$ cat config.mk
export PLATFORM = sky130hd
export DESIGN_NAME = lsu_split_ctrl
export DESIGN_NICKNAME = d
export VERILOG_FILES = /design/src/rtl/lsu_pkg.sv /design/src/rtl/lsu_lane_align.sv /design/src/rtl/lsu_split_ctrl.sv
export SDC_FILE = /design/constraint.sdc
export NUM_CORES = 1
export LEC_CHECK = 0
export BUFFER_PORTS_ARGS = -buffer_cell sky130_fd_sc_hd__buf_2
export CELL_PAD_IN_SITES_DETAIL_PLACEMENT = 1
export CELL_PAD_IN_SITES_GLOBAL_PLACEMENT = 1
export CORE_AREA = 2 2 157 175
export DETAILED_ROUTE_END_ITERATION = 10
export DIE_AREA = 0 0 159 177
export GPL_TIMING_DRIVEN = 0
export PLACE_DENSITY = 0.85
export SLEW_MARGIN = 15
export SYNTH_ARGS = -nofsm -noshare
export SYNTH_HDL_FRONTEND = slang
export SYNTH_SLANG_ARGS = --single-unit
$ cat constraint.sdc
create_clock -name clk -period 3.9 [get_ports clk]
set_input_delay 0.39 -clock clk [delete_from_list [all_inputs] [get_ports clk]]
set_output_delay 0.39 -clock clk [all_outputs]
set_load 0.05 [all_outputs]
$ cat src/rtl/lsu_pkg.sv
// Shared definitions for the load/store unit: funct3 encodings, FSM states and
// the size/legality helpers used by the controller.
package lsu_pkg;

  localparam logic [2:0] F3_LB  = 3'b000;
  localparam logic [2:0] F3_LH  = 3'b001;
  localparam logic [2:0] F3_LW  = 3'b010;
  localparam logic [2:0] F3_LD  = 3'b011;
  localparam logic [2:0] F3_LBU = 3'b100;
  localparam logic [2:0] F3_LHU = 3'b101;
  localparam logic [2:0] F3_LWU = 3'b110;
  localparam logic [2:0] F3_SB  = 3'b000;
  localparam logic [2:0] F3_SH  = 3'b001;
  localparam logic [2:0] F3_SW  = 3'b010;
  localparam logic [2:0] F3_SD  = 3'b011;

  typedef enum logic [2:0] {
    IDLE,
    REQ,
    WAIT,
    RESP,
    ERR
  } state_t;

  // Access size in bytes: 1, 2, 4 or 8.
  function automatic logic [3:0] size_of(input logic [2:0] funct3);
    return 4'd1 << funct3[1:0];
  endfunction

  // Doubleword and LWU only exist when the bus is 64 bits wide.
  function automatic logic is_legal(input logic [2:0] funct3, input logic store,
                                    input int data_w);
    logic ok;
    ok = 1'b0;
    if (store) begin
      case (funct3)
        F3_SB, F3_SH, F3_SW: ok = 1'b1;
        F3_SD:               ok = (data_w == 64);
        default:             ok = 1'b0;
      endcase
    end else begin
      case (funct3)
        F3_LB, F3_LH, F3_LW, F3_LBU, F3_LHU: ok = 1'b1;
        F3_LD, F3_LWU:                       ok = (data_w == 64);
        default:                             ok = 1'b0;
      endcase
    end
    return ok;
  endfunction

endpackage

$ cat src/rtl/lsu_lane_align.sv
// Byte-lane steering for one bus beat: store mask/data placement and
// load byte extraction with sign/zero extension.
module lsu_lane_align #(
  parameter int DATA_W = 32
) (
  input  logic [$clog2(DATA_W/8)-1:0] off,
  input  logic [3:0]                  size,
  input  logic                        beat,
  input  logic [DATA_W-1:0]           wdata,
  input  logic [2*DATA_W-1:0]         rbuf,
  input  logic                        is_unsigned,
  output logic [DATA_W/8-1:0]         mask,
  output logic [DATA_W-1:0]           lane_wdata,
  output logic [DATA_W-1:0]           ldata
);

  localparam int NB    = DATA_W / 8;
  localparam int OFF_W = $clog2(NB);

  logic [4:0]        end_lane;
  logic [4:0]        tail_lane;
  logic [OFF_W:0]    rem;
  logic [DATA_W-1:0] raw;
  logic              sign_bit;

  assign end_lane  = 5'(off) + 5'(size);
  assign tail_lane = end_lane - 5'(NB);
  assign rem       = (OFF_W + 1)'(NB) - {1'b0, off};

  // Beat 1 carries the bytes that did not fit in beat 0, starting at lane 0.
  assign lane_wdata = beat ? (wdata >> {rem, 3'b000}) : (wdata << {off, 3'b000});

  // rbuf holds beat 0 in the low word and beat 1 in the high word.
  assign raw = DATA_W'(rbuf >> {off, 3'b000});

  always_comb begin
    sign_bit = 1'b0;
    case (size)
      4'd1:    sign_bit = raw[7];
      4'd2:    sign_bit = raw[15];
      4'd4:    sign_bit = raw[31];
      default: sign_bit = raw[DATA_W-1];
    endcase
    if (is_unsigned) sign_bit = 1'b0;
  end

  for (genvar gi = 0; gi < NB; gi++) begin : g_lane
    assign mask[gi] = beat ? (5'(gi) < tail_lane)
                           : ((5'(gi) >= 5'(off)) && (5'(gi) < end_lane));
    assign ldata[8*gi +: 8] = (4'(gi) < size) ? raw[8*gi +: 8] : {8{sign_bit}};
  end

endmodule

$ cat src/rtl/lsu_split_ctrl.sv
// Load/store unit: accepts one access at a time, drives the request/grant/
// response bus and splits word-crossing accesses into two beats.
module lsu_split_ctrl
  import lsu_pkg::*;
#(
  parameter int DATA_W   = 32,
  parameter int ADDR_W   = 32,
  parameter bit SPLIT_EN = 1'b1
) (
  input  logic                clk,
  input  logic                rst,
  input  logic                req_valid,
  output logic                req_ready,
  input  logic                req_store,
  input  logic [2:0]          req_funct3,
  input  logic [ADDR_W-1:0]   req_addr,
  input  logic [DATA_W-1:0]   req_wdata,
  output logic                rsp_valid,
  output logic [DATA_W-1:0]   rsp_rdata,
  output logic                rsp_err,
  output logic                mem_req,
  input  logic                mem_gnt,
  output logic                mem_we,
  output logic [ADDR_W-1:0]   mem_addr,
  output logic [DATA_W-1:0]   mem_wdata,
  output logic [DATA_W/8-1:0] mem_mask,
  input  logic                mem_rvalid,
  input  logic [DATA_W-1:0]   mem_rdata,
  input  logic                mem_err
);

  localparam int NB    = DATA_W / 8;
  localparam int OFF_W = $clog2(NB);

  state_t              state_reg;
  logic                req_ready_reg;
  logic                rsp_valid_reg;
  logic                rsp_err_reg;
  logic [DATA_W-1:0]   rsp_rdata_reg;
  logic                mem_req_reg;
  logic                mem_we_reg;
  logic [ADDR_W-1:0]   mem_addr_reg;
  logic [DATA_W-1:0]   mem_wdata_reg;
  logic [NB-1:0]       mem_mask_reg;
  logic                store_reg;
  logic                beat_reg;
  logic                cross_reg;
  logic [2:0]          funct3_reg;
  logic [OFF_W-1:0]    off_reg;
  logic [DATA_W-1:0]   wdata_reg;
  logic [DATA_W-1:0]   rbuf_lo_reg;

  logic                accept;
  logic [OFF_W-1:0]    req_off;
  logic [3:0]          req_size;
  logic                req_cross;
  logic                req_legal;
  logic [ADDR_W-1:0]   req_word_addr;

  logic [OFF_W-1:0]    al_off;
  logic [3:0]          al_size;
  logic                al_beat;
  logic [DATA_W-1:0]   al_wdata;
  logic [2*DATA_W-1:0] al_rbuf;
  logic [NB-1:0]       al_mask;
  logic [DATA_W-1:0]   al_lane_wdata;
  logic [DATA_W-1:0]   al_ldata;

  assign accept        = req_valid && req_ready_reg;
  assign req_off       = req_addr[OFF_W-1:0];
  assign req_size      = size_of(req_funct3);
  assign req_cross     = (5'(req_off) + 5'(req_size)) > 5'(NB);
  assign req_legal     = is_legal(req_funct3, req_store, DATA_W);
  assign req_word_addr = {req_addr[ADDR_W-1:OFF_W], {OFF_W{1'b0}}};

  // In IDLE the aligner sees the incoming request (beat 0); afterwards it
  // sees the registered request, which is only needed to build beat 1.
  assign al_off   = (state_reg == IDLE) ? req_off   : off_reg;
  assign al_size  = (state_reg == IDLE) ? req_size  : size_of(funct3_reg);
  assign al_beat  = (state_reg != IDLE);
  assign al_wdata = (state_reg == IDLE) ? req_wdata : wdata_reg;
  assign al_rbuf  = beat_reg ? {mem_rdata, rbuf_lo_reg} : {{DATA_W{1'b0}}, mem_rdata};

  lsu_lane_align #(
    .DATA_W(DATA_W)
  ) u_align (
    .off         (al_off),
    .size        (al_size),
    .beat        (al_beat),
    .wdata       (al_wdata),
    .rbuf        (al_rbuf),
    .is_unsigned (funct3_reg[2]),
    .mask        (al_mask),
    .lane_wdata  (al_lane_wdata),
    .ldata       (al_ldata)
  );

  always_ff @(posedge clk) begin
    if (rst) begin
      state_reg     <= IDLE;
      req_ready_reg <= 1'b1;
      rsp_valid_reg <= 1'b0;
      rsp_err_reg   <= 1'b0;
      rsp_rdata_reg <= '0;
      mem_req_reg   <= 1'b0;
      mem_we_reg    <= 1'b0;
      mem_addr_reg  <= '0;
      mem_wdata_reg <= '0;
      mem_mask_reg  <= '0;
      store_reg     <= 1'b0;
      beat_reg      <= 1'b0;
      cross_reg     <= 1'b0;
      funct3_reg    <= '0;
      off_reg       <= '0;
      wdata_reg     <= '0;
      rbuf_lo_reg   <= '0;
    end else begin
      case (state_reg)
        IDLE: begin
          if (accept) begin
            store_reg     <= req_store;
            funct3_reg    <= req_funct3;
            off_reg       <= req_off;
            wdata_reg     <= req_wdata;
            cross_reg     <= req_cross;
            beat_reg      <= 1'b0;
            req_ready_reg <= 1'b0;
            if (!req_legal || (req_cross && !SPLIT_EN)) begin
              state_reg     <= ERR;
              rsp_valid_reg <= 1'b1;
              rsp_err_reg   <= 1'b1;
              rsp_rdata_reg <= '0;
            end else begin
              state_reg     <= REQ;
              mem_req_reg   <= 1'b1;
              mem_we_reg    <= req_store;
              mem_addr_reg  <= req_word_addr;
              mem_mask_reg  <= al_mask;
              mem_wdata_reg <= al_lane_wdata;
            end
          end
        end
        REQ: begin
          if (mem_gnt) begin
            mem_req_reg <= 1'b0;
            state_reg   <= WAIT;
          end
        end
        WAIT: begin
          if (mem_rvalid) begin
            if (mem_err) begin
              state_reg     <= RESP;
              rsp_valid_reg <= 1'b1;
              rsp_err_reg   <= 1'b1;
              rsp_rdata_reg <= '0;
            end else if (cross_reg && !beat_reg) begin
              beat_reg      <= 1'b1;
              rbuf_lo_reg   <= mem_rdata;
              state_reg     <= REQ;
              mem_req_reg   <= 1'b1;
              mem_addr_reg  <= mem_addr_reg + ADDR_W'(NB);
              mem_mask_reg  <= al_mask;
              mem_wdata_reg <= al_lane_wdata;
            end else begin
              state_reg     <= RESP;
              rsp_valid_reg <= 1'b1;
              rsp_err_reg   <= 1'b0;
              rsp_rdata_reg <= store_reg ? '0 : al_ldata;
            end
          end
        end
        RESP, ERR: begin
          rsp_valid_reg <= 1'b0;
          rsp_err_reg   <= 1'b0;
          rsp_rdata_reg <= '0;
          req_ready_reg <= 1'b1;
          state_reg     <= IDLE;
        end
        default: state_reg <= IDLE;
      endcase
    end
  end

  assign req_ready = req_ready_reg;
  assign rsp_valid = rsp_valid_reg;
  assign rsp_err   = rsp_err_reg;
  assign rsp_rdata = rsp_rdata_reg;
  assign mem_req   = mem_req_reg;
  assign mem_we    = mem_we_reg;
  assign mem_addr  = mem_addr_reg;
  assign mem_wdata = mem_wdata_reg;
  assign mem_mask  = mem_mask_reg;

endmodule
Word level (Yosys, flattened, before mapping):

Cells that the tools add are included.

* output and inout bits: 105
* logic and storage cells: 157
* bits of input ports: 106
* flip-flop bits (word level): 180

* magnitude comparators: 16
* shift operators: 5
* equality and inequality tests: 18
* $add $sub $neg: 5
* reductions and logical operators: 25
* bitwise gates (word level): 1
* multiplexer cells: 70

Operator list (number)
* $mux 32: 18
* $pmux 32 s2: 2
* $pmux 32 s3: 1
* $mux 64: 1
* $shr 64x5->32: 1
* $add 32x3->32 const B: 1
* $mux 8: 4
* $shl 32x5->32: 1
* $shr 32x6->32: 1
* $mux 4: 6
* $mux 1: 23
* $lt 1x5->1 const A: 4
* $lt 2x5->1 const A: 4
* $ne 2x2->1 const B: 7
* $mux 3: 4
* $add 2x4->5: 2
* $reduce_and 5->1: 2
* $eq 3x2->1 const B: 3
* $eq 3x3->1 const B: 3
* $pmux 1 s3: 3
* $pmux 3 s3: 1
* $reduce_bool 3->1: 3
* $lt 1x4->1 const A: 2
* $lt 2x4->1 const A: 2
* other kinds (26): 41

Longest topological paths before layout:

Gate-level depths: netlist of run 1.

* word-level depth: 11
* mapped depth: 16
* depth with buffers taken out: 13

Modules after synthesis:

Synthesis of run 1 repeated with hierarchy kept, for this count alone.

* cell total of the unflattened synthesis: 1391
* area total of the unflattened synthesis: 10595.2 µm²

Modules (own cells, without submodules)
* lsu_split_ctrl: instances 1, sequential area each 3563.4 µm², area an instance 8207.9 µm², cells each 1078
* lsu_lane_align: instances 1, sequential area each 0.0 µm², area an instance 2387.3 µm², cells each 313

Worst setup path after synthesis of run 1:

OpenSTA, ideal clock, no wires.

* kind: input -> register
* start: input port req_addr[0]
* end: register mem_mask_reg[0], in the netlist mem_mask[0]
* stages on the path: 16
* data required time: 3.766 ns
* arrival: 2.903 ns
* buffers on the path: 3
* library setup time: 0.134 ns
* slack: 0.863 ns
* path through: buf_2 nor4b_4 nor2_4 inv_2 buf_4 buf_2 ha_1 ha_1 inv_1 a21boi_1 nor2_1 ha_1 nor2b_1 o211ai_1 a21oi_1 a211oi_1

* cells in the longest elaborated chain, start to end: 9
* elaborated cells on any way between the ends: 14
* those cells by class: add/sub (2); order compare (3); mux (8); reduce/logical (1)

RTL lines
* start, declared: RTL line lsu_split_ctrl.sv:16 `input logic [ADDR_W-1:0] req_addr,`
* $mux 2 *: RTL line lsu_split_ctrl.sv:78 `assign al_off = (state_reg == IDLE) ? req_off : off_reg;`
* $add 2x4->5: RTL line lsu_lane_align.sv:26 `assign end_lane = 5'(off) + 5'(size);`
* $sub 5x3->5 / $lt 1x5->1 (equally long branches): RTL line lsu_lane_align.sv:27, lsu_lane_align.sv:49
* $lt 1x5->1 / $logic_and 1x1->1 (equally long branches): RTL line lsu_lane_align.sv:48, lsu_lane_align.sv:49
* $mux 1 *: RTL line lsu_lane_align.sv:48 `assign mask[gi] = beat ? (5'(gi) < tail_lane)`
* $mux 4: RTL line lsu_split_ctrl.sv:156 `end else if (cross_reg && !beat_reg) begin`
* $mux 4: RTL line lsu_split_ctrl.sv:151 `if (mem_err) begin`
* $mux 4: RTL line lsu_split_ctrl.sv:150 `if (mem_rvalid) begin`
* $pmux 4 s2 *: RTL line lsu_split_ctrl.sv:118 `case (state_reg)`
* end signal, assigned: RTL line lsu_split_ctrl.sv:138 `mem_mask_reg <= al_mask;`
* end signal, assigned: RTL line lsu_split_ctrl.sv:162 `mem_mask_reg <= al_mask;`
* end, declared: RTL line lsu_split_ctrl.sv:44 `logic [NB-1:0] mem_mask_reg;`

Mark *: on every way between the ends. The rest lies on a longest branch, timed or not. The select of a mux whose other input is x is not followed.
A chain may end at the register's enable or synchronous reset.

Final worst setup path of run 1:

* start: register state_reg[1]
* end: register mem_mask_reg[1], in the netlist mem_mask[1]

* cells in the longest elaborated chain, start to end: 10
* elaborated cells on any way between the ends: 25
* those cells by class: add/sub (2); order compare (3); eq/ne (6); mux (9); reduce/logical (5)

RTL lines
* start, declared: RTL line lsu_split_ctrl.sv:35 `state_t state_reg;`
* start signal, assigned: RTL line lsu_split_ctrl.sv:100 `state_reg <= IDLE;`
* start signal, assigned: RTL line lsu_split_ctrl.sv:129 `state_reg <= ERR;`
* start signal, assigned: RTL line lsu_split_ctrl.sv:134 `state_reg <= REQ;`
* $logic_not 3->1: RTL line lsu_split_ctrl.sv:78, lsu_split_ctrl.sv:79, lsu_split_ctrl.sv:118
* $mux 2 / $mux 4 (equally long branches): RTL line lsu_split_ctrl.sv:78, lsu_split_ctrl.sv:79
* $add 2x4->5: RTL line lsu_lane_align.sv:26
* $sub 5x3->5 / $lt 1x5->1 (equally long branches): RTL line lsu_lane_align.sv:27, lsu_lane_align.sv:49
* $lt 1x5->1 / $logic_and 1x1->1 (equally long branches): RTL line lsu_lane_align.sv:48, lsu_lane_align.sv:49
* $mux 1: RTL line lsu_lane_align.sv:48
* $mux 4: RTL line lsu_split_ctrl.sv:156
* $mux 4: RTL line lsu_split_ctrl.sv:151
* $mux 4: RTL line lsu_split_ctrl.sv:150
* $pmux 4 s2: RTL line lsu_split_ctrl.sv:118

Parallel ways exist; a longest one is shown, timed or not. The select of a mux whose other input is x is not followed.

==> results_dict.tcl, run 1 <==
set metrics [dict create \
    critPathKind "reg -> reg" \
    numCtsBuffers 17 \
    grtUsageMet2_pct 54.4 \
    die_w_um 159 \
    syn_avg_cell_area_um2 7.76 \
    multi_input_comb_area_um2 6280 \
    ys_async_sr_fraction_pct 0 \
    n_antenna_cell 0 \
    track_usage_pct 32.5 \
    period_needed_ns 3.64 \
    dp_hpwl_mm 35.2 \
    power.leakage_nw 4.95 \
    synth_top_cell_by_area "dfxtp_1" \
    clkSinkCount 178 \
    finalWirelength_mm 46.7 \
    seqCellArea_um2 3560 \
    drtIter0Drc 1151 \
    cts_tree "done" \
    hold_depth 3 \
    timing.hold.ws_ns 0.186 \
    rr_worst_depth 16 \
    drc 0 \
    wl_per_cell_um 24.1 \
    die_h_um 177 \
    synth_ff_type "dfxtp_1" \
    status "finished clean" \
    start_util_pct 39.3 \
    min-delay-start "req_wdata[27]" \
    timing.rr.start "state_reg[1]" \
    dp.cells 1906 \
    htree_levels 4 \
    p_sw_share_pct 45.8 \
    fin_setup_tns_ns 0 \
    report.final.slew_viol_count 0 \
    yosysTopAreaCellShare_pct 34.2 \
    hp-class "in -> reg" \
    rows 63 \
    cts_setup_buffers 0 \
    final_layout_size_suffix_gt1_share_pct 20.9 \
    holdBufCountCts 0 \
    met1_usage_pct 40.1 \
    numPortBuffers 206 \
    synthTopCellsByCount "nand2_1 (275), dfxtp_1 (178), a21oi_1 (170)" \
    finClkSkew_ns 0.0174 \
    end_kind "register" \
    p_comb_share_pct 44.2 \
    antenna_found_initial 0 \
    ys_types 75 \
    seqPwrFrac_pct 31.1 \
    grt_pass1_wl_mm 70.1 \
    yosys_warnings 0 \
    io_pins 211 \
    yosysMostFrequentCell "nand2_1" \
    p_int_mw 3.96 \
    peakVddDrop_v 0.000296 \
    ctsResizeCount 0 \
    grt_max_degree 17 \
    clockBufferDepth 2 \
    vias 11910 \
    nets 1681 \
    min_period_over_period_pct 93.4 \
    stdcell_count 1938 \
    synthesis.area_um2 10400 \
    ys_ff_latch 178 \
    required_ns 4.21 \
    area_growth_pct 20.0 \
    fmax_mhz 275 \
    synth_area_leaders "dfxtp_1 (34%), nand2_1 (9.9%), a21oi_1 (8.2%)" \
    clockPowerShare_pct 24.7 \
    gp_congestion 0.973 \
    cp-start-kind "register" \
    final_hold_viol_count 0 \
    cap_violations 0 \
    die_area_um2 28100 \
    p_per_area_nw_per_um2 585 \
    cts_root_buf "clkbuf_16" \
    r2r_setup_slack_ns 0.26 \
    cp_max_fo 11 \
    grt_busiest_layer "met2" \
    synth_cells 1342 \
    p_switching_mw 3.34 \
    core_um2 26500 \
    n_fill_cell 3408 \
    r2r-end "mem_mask[1]" \
    setup_violations 0 \
    synth_enable_flop_cells 0 \
    clk_latency_ns 0.46 \
    rsz0062_at_grt "no" \
    vias_per_cell 6.15 \
    final_antenna_net_count 0 \
    relSlewSlack_pct 17.8 \
    grtUsageMet3_pct 5.88 \
    dr.pass1.iters 5 \
    min_to "wdata_reg[27]" \
    grt_pass1_vias 11920 \
    ys_seq_area_share_pct 34.2 \
    worstPathArrival_ns 3.95 \
    tightest_slew_ns 1.20 \
    clkTransAtPathRegs_ns 0.07 \
    gr-total-overflow 0 \
]
-- worst max-delay path by stage --
stage	slack (ns)	endpoint	startpoint
2_1_floorplan	0.86	mem_mask[0]	req_addr[0]
3_3_place_gp	0.16	mem_mask[3]	req_addr[0]
3_5_place_dp	0.01	mem_mask[1]	req_addr[0]
4_1_cts	0.23	mem_mask[1]	state_reg[2]
5_1_grt	0.01	mem_mask[1]	state_reg[1]
6_report	0.26	mem_mask[1]	state_reg[1]
-- through the flow --
stage               setup WS, ns  total power, mW  util [%]  area (µm²)
global route              0.0137             7.58      47.2       12500
finish                     0.259             7.31      47.2       12500
CTS                        0.229             7.24      47.2       12500
detailed placement        0.0130             5.44      44.9       11900
floorplan                  0.863             4.41         -       10400
global placement           0.161             5.37      44.9       11900
-- cells by family (layout without fill, tap and decap cells) --
| logic type | Yosys count | in the layout | share of synthesized area, % |
|---|---|---|---|
| flops | 178 | 178 | 34.2 |
| simple gates | 517 | 517 | 22.4 |
| buf+inv | 123 | 361 | 5.49 |
| mux | 103 | 103 | 11.9 |
| xor+xnor | 1 | 1 | 0.0841 |
| fa+ha+maj | 7 | 7 | 0.913 |
| other cells | 1 | 2 | 0.0360 |
| compound gates | 412 | 412 | 25.0 |
-- cells in the final DEF (no fill, tap or decap), types with 10 or more instances in the layout --
cell / n
clkbuf_16: 17
a211oi_1: 51
mux2i_1: 67
nand2_1: 275
dfxtp_1: 178
or3_1: 12
mux4_2: 14
a22oi_1: 16
a221oi_1: 11
o21ai_0: 61
nor3_1: 22
nor2_1: 90
nand3_1: 36
inv_1: 10
buf_2: 231
clkbuf_1: 69
mux2_2: 21
a21oi_1: 170
nand2b_1: 17
-- worst max-delay path, stage by stage (launching register included) --
cell,delay (ns)
dfxtp_1,0.30
buf_4,0.17
nor4b_4,0.42
nor2_4,0.11
inv_2,0.16
buf_4,0.25
buf_2,0.36
ha_1,0.30
ha_1,0.21
inv_1,0.07
a21boi_1,0.20
nor2_1,0.08
ha_1,0.27
nor2b_1,0.15
o211ai_1,0.10
a21oi_1,0.22
a211oi_1,0.11
-- power groups by stage --
stage | clock [mW] | sequential, mW | combinational [mW]
2_1_floorplan | 0 | 2.75 | 1.66
3_3_place_gp | 0 | 2.29 | 3.08
3_5_place_dp | 0 | 2.30 | 3.13
4_1_cts | 1.82 | 2.26 | 3.16
5_1_grt | 1.88 | 2.29 | 3.41
6_report | 1.80 | 2.27 | 3.23
-- metal layers --
metal	wire (µm)	part of all wire, %
met2	21900	47
met5	0	0
met1	18900	40
met4	2140	4.6
met3	3780	8.1
-- final cells by class --
class                   instances  area share [%]
repair buffers                206            8.25
well taps                     357            3.58
clock inverters                13            1.23
inverters                      11           0.331
plain buffers                 112            4.26
flip-flops and latches        178            28.5
multi-input cells            1042            50.3
clock buffers                  19            3.55
Note: power is estimated with default switching activity, not from simulation.
==> run 2: changes to the inputs <==
--- a/config.mk
+++ b/config.mk
@@ -8,11 +8,11 @@
 export BUFFER_PORTS_ARGS = -buffer_cell sky130_fd_sc_hd__buf_2
 export CELL_PAD_IN_SITES_DETAIL_PLACEMENT = 1
 export CELL_PAD_IN_SITES_GLOBAL_PLACEMENT = 1
-export CORE_AREA = 2 2 157 175
+export CORE_AREA = 2 2 163 181
 export DETAILED_ROUTE_END_ITERATION = 10
-export DIE_AREA = 0 0 159 177
+export DIE_AREA = 0 0 165 183
 export GPL_TIMING_DRIVEN = 0
-export PLACE_DENSITY = 0.85
+export PLACE_DENSITY = 0.83
 export SLEW_MARGIN = 15
 export SYNTH_ARGS = -nofsm -noshare
 export SYNTH_HDL_FRONTEND = slang
==> constraint.sdc (replaced) <==
create_clock -name clk -period 3.2 [get_ports clk]
set_input_delay 0.32 -clock clk [delete_from_list [all_inputs] [get_ports clk]]
set_output_delay 0.32 -clock clk [all_outputs]
set_load 0.05 [all_outputs]
==> run 2 against run 1 <==
Maximum frequency grew 17%; hold slack got worse by 0.068 ns; design area is 1.2% higher; clock-buffer cell count did not move; power is 22% higher; first-iteration DRC count decreased by 6.7%; utilization fell by 2.6 points; sequential power grew 22%; global-route usage decreased by 2.7 points; setup slack got worse by 0.16 ns; critical path type unchanged.
==> results_dict.tcl, run 2 (synthesis results as in run 1) <==
set metrics [dict create \
    status "finished clean" \
    gp_congestion 1.03 \
    min_period_over_period_pct 97.0 \
    finalWirelength_mm 46.0 \
    wl_per_cell_um 23.5 \
    grt_pass1_wl_mm 68.1 \
    dp_hpwl_mm 34.7 \
    vias_per_cell 6.04 \
    tightest_slew_ns 1.12 \
    cts_root_buf "clkbuf_16" \
    clk_latency_ns 0.46 \
    clkSinkCount 178 \
    final_antenna_net_count 0 \
    clockBufferDepth 2 \
    holdBufCountCts 0 \
    end_kind "register" \
    p_per_area_nw_per_um2 704 \
    period_needed_ns 3.10 \
    drc 0 \
    die_h_um 183 \
    peakVddDrop_v 0.000345 \
    timing.hold.ws_ns 0.118 \
    dr.pass1.iters 5 \
    worstPathArrival_ns 3.42 \
    min_to "wdata_reg[27]" \
    rsz0062_at_grt "yes" \
    hp-class "in -> reg" \
    critical_path_buf_inv_count 3 \
    cp-start-kind "register" \
    io_pins 211 \
    grt_pass1_vias 11773 \
    cts_tree "done" \
    power.leakage_nw 5.02 \
    track_usage_pct 29.7 \
    path_cells "buf_6 -> or3_1 -> buf_4 -> mux2_4 -> xnor2_2 -> ha_2 -> inv_1 -> a21boi_2 -> nor2_1 -> ha_1 -> nor2b_1 -> o211ai_1 -> a21oi_2 -> a211oi_2" \
    area_growth_pct 21.4 \
    r2r-end "mem_mask[0]" \
    relSlewSlack_pct 24.6 \
    nets 1690 \
    numPortBuffers 206 \
    finClkSkew_ns 0.0121 \
    final_common_cell "nand2_1" \
    setup_violations 0 \
    report.final.slew_viol_count 0 \
    start_util_pct 36.7 \
    final_hold_viol_count 0 \
    cpPeakStageDelay_ns 0.40 \
    vias 11831 \
    grt_max_degree 21 \
    drtIter0Drc 1074 \
    gr-total-overflow 0 \
    critPathKind "reg -> reg" \
    hold_depth 3 \
    rows 65 \
    timing.rr.start "state_reg[0]" \
    die_w_um 165 \
    clkTransAtPathRegs_ns 0.07 \
    rr_worst_depth 14 \
    r2r_setup_slack_ns 0.1 \
    required_ns 3.52 \
    fmax_mhz 322 \
    cp_slowest_cell "or3_1" \
    numCtsBuffers 17 \
    antenna_found_initial 3 \
    cp_top_family "simple AND/OR/NAND/NOR gates" \
    layout_common_cells "nand2_1 (275), buf_2 (228), dfxtp_1 (178)" \
    power.total_mw 8.90 \
    htree_levels 4 \
    cap_violations 0 \
    die_area_um2 30200 \
    min-delay-start "req_wdata[27]" \
    final_layout_size_suffix_gt1_share_pct 22.1 \
    core_um2 28400 \
    cp_max_fo 9 \
]
[run 2: cell count changes in the layout (fill, tap and decap cells not counted), sizes merged]
cell / previous run / this run
buf: 249 / 258
bufinv: 2 / 0
clkinv: 7 / 4
clkinvlp: 2 / 1
diode: 0 / 1
inv: 13 / 19
[run 2: cell type report]
type	count	area, µm²
Fill cell	3546	15700
Buffer	111	551
Clock inverter	13	119
Tap cell	368	460
Multi-Input combinational cell	1042	6350
Timing Repair Buffer	216	1110
Antenna cell	1	2.50
Clock buffer	19	443
Sequential cell	178	3560
Inverter	11	43.8
[run 2: power by group]
part / total (mW) / internal (mW) / switching [mW]
clock: 2.11 / 1.05 / 1.06
sequential: 2.77 / 2.50 / 0.271
combinational: 4.02 / 1.21 / 2.80
total: 8.90 / 4.76 / 4.13
[run 2: through the flow]
stage / util [%] / cells / TNS [ns] / cell area (µm²) / setup WS (ns)
3_3_place_gp: 42.0 / 1917 / -5.86 / 11900 / -0.427
4_1_cts: 44.1 / 1949 / 0 / 12500 / 0.0146
5_1_grt: 44.5 / 1959 / -0.130 / 12600 / -0.0441
2_1_floorplan: - / 1343 / 0 / 10400 / 0.204
6_report: 44.5 / 1959 / 0 / 12600 / 0.0954
3_5_place_dp: 42.0 / 1917 / -9.03 / 11900 / -0.563
[run 2: how the worst max path moves through the flow]
stage                 start           to  slack, ns  cells after the start
3_5_place_dp    req_addr[0]  mem_mask[0]      -0.56                     17
3_3_place_gp    req_addr[0]  mem_mask[3]      -0.43                     17
2_1_floorplan  state_reg[1]  mem_mask[0]       0.20                     15
6_report       state_reg[0]  mem_mask[0]        0.1                     14
5_1_grt        state_reg[1]  mem_mask[1]      -0.04                     14
4_1_cts        state_reg[2]  mem_mask[3]       0.01                     15
[run 2: timing repair]
item	4_1_cts	5_1_grt
gates cloned	0	0
pin swaps	1	9
resized for setup	10	19
setup endpoints to repair	24	18
setup buffers	1	9
[run 2: routing by layer]
metal	part of all wire (%)	wire length (µm)	vias to the layer above	global-route usage, %
met5	0.043	20	-	0
met4	4.7	2180	4	15.0
met3	7.9	3620	146	4.95
met2	47	21600	644	49.4
met1	40	18500	5712	37.0
li1	-	-	5325	-
[run 2: tightest hold or removal path: cells and delay by family]
kind | cells | cell delay (ns)
and+or+nand+nor | 1 | 0.05
AOI/OAI and AO/OA | 1 | 0.05
buffers and inverters | 1 | 0.11
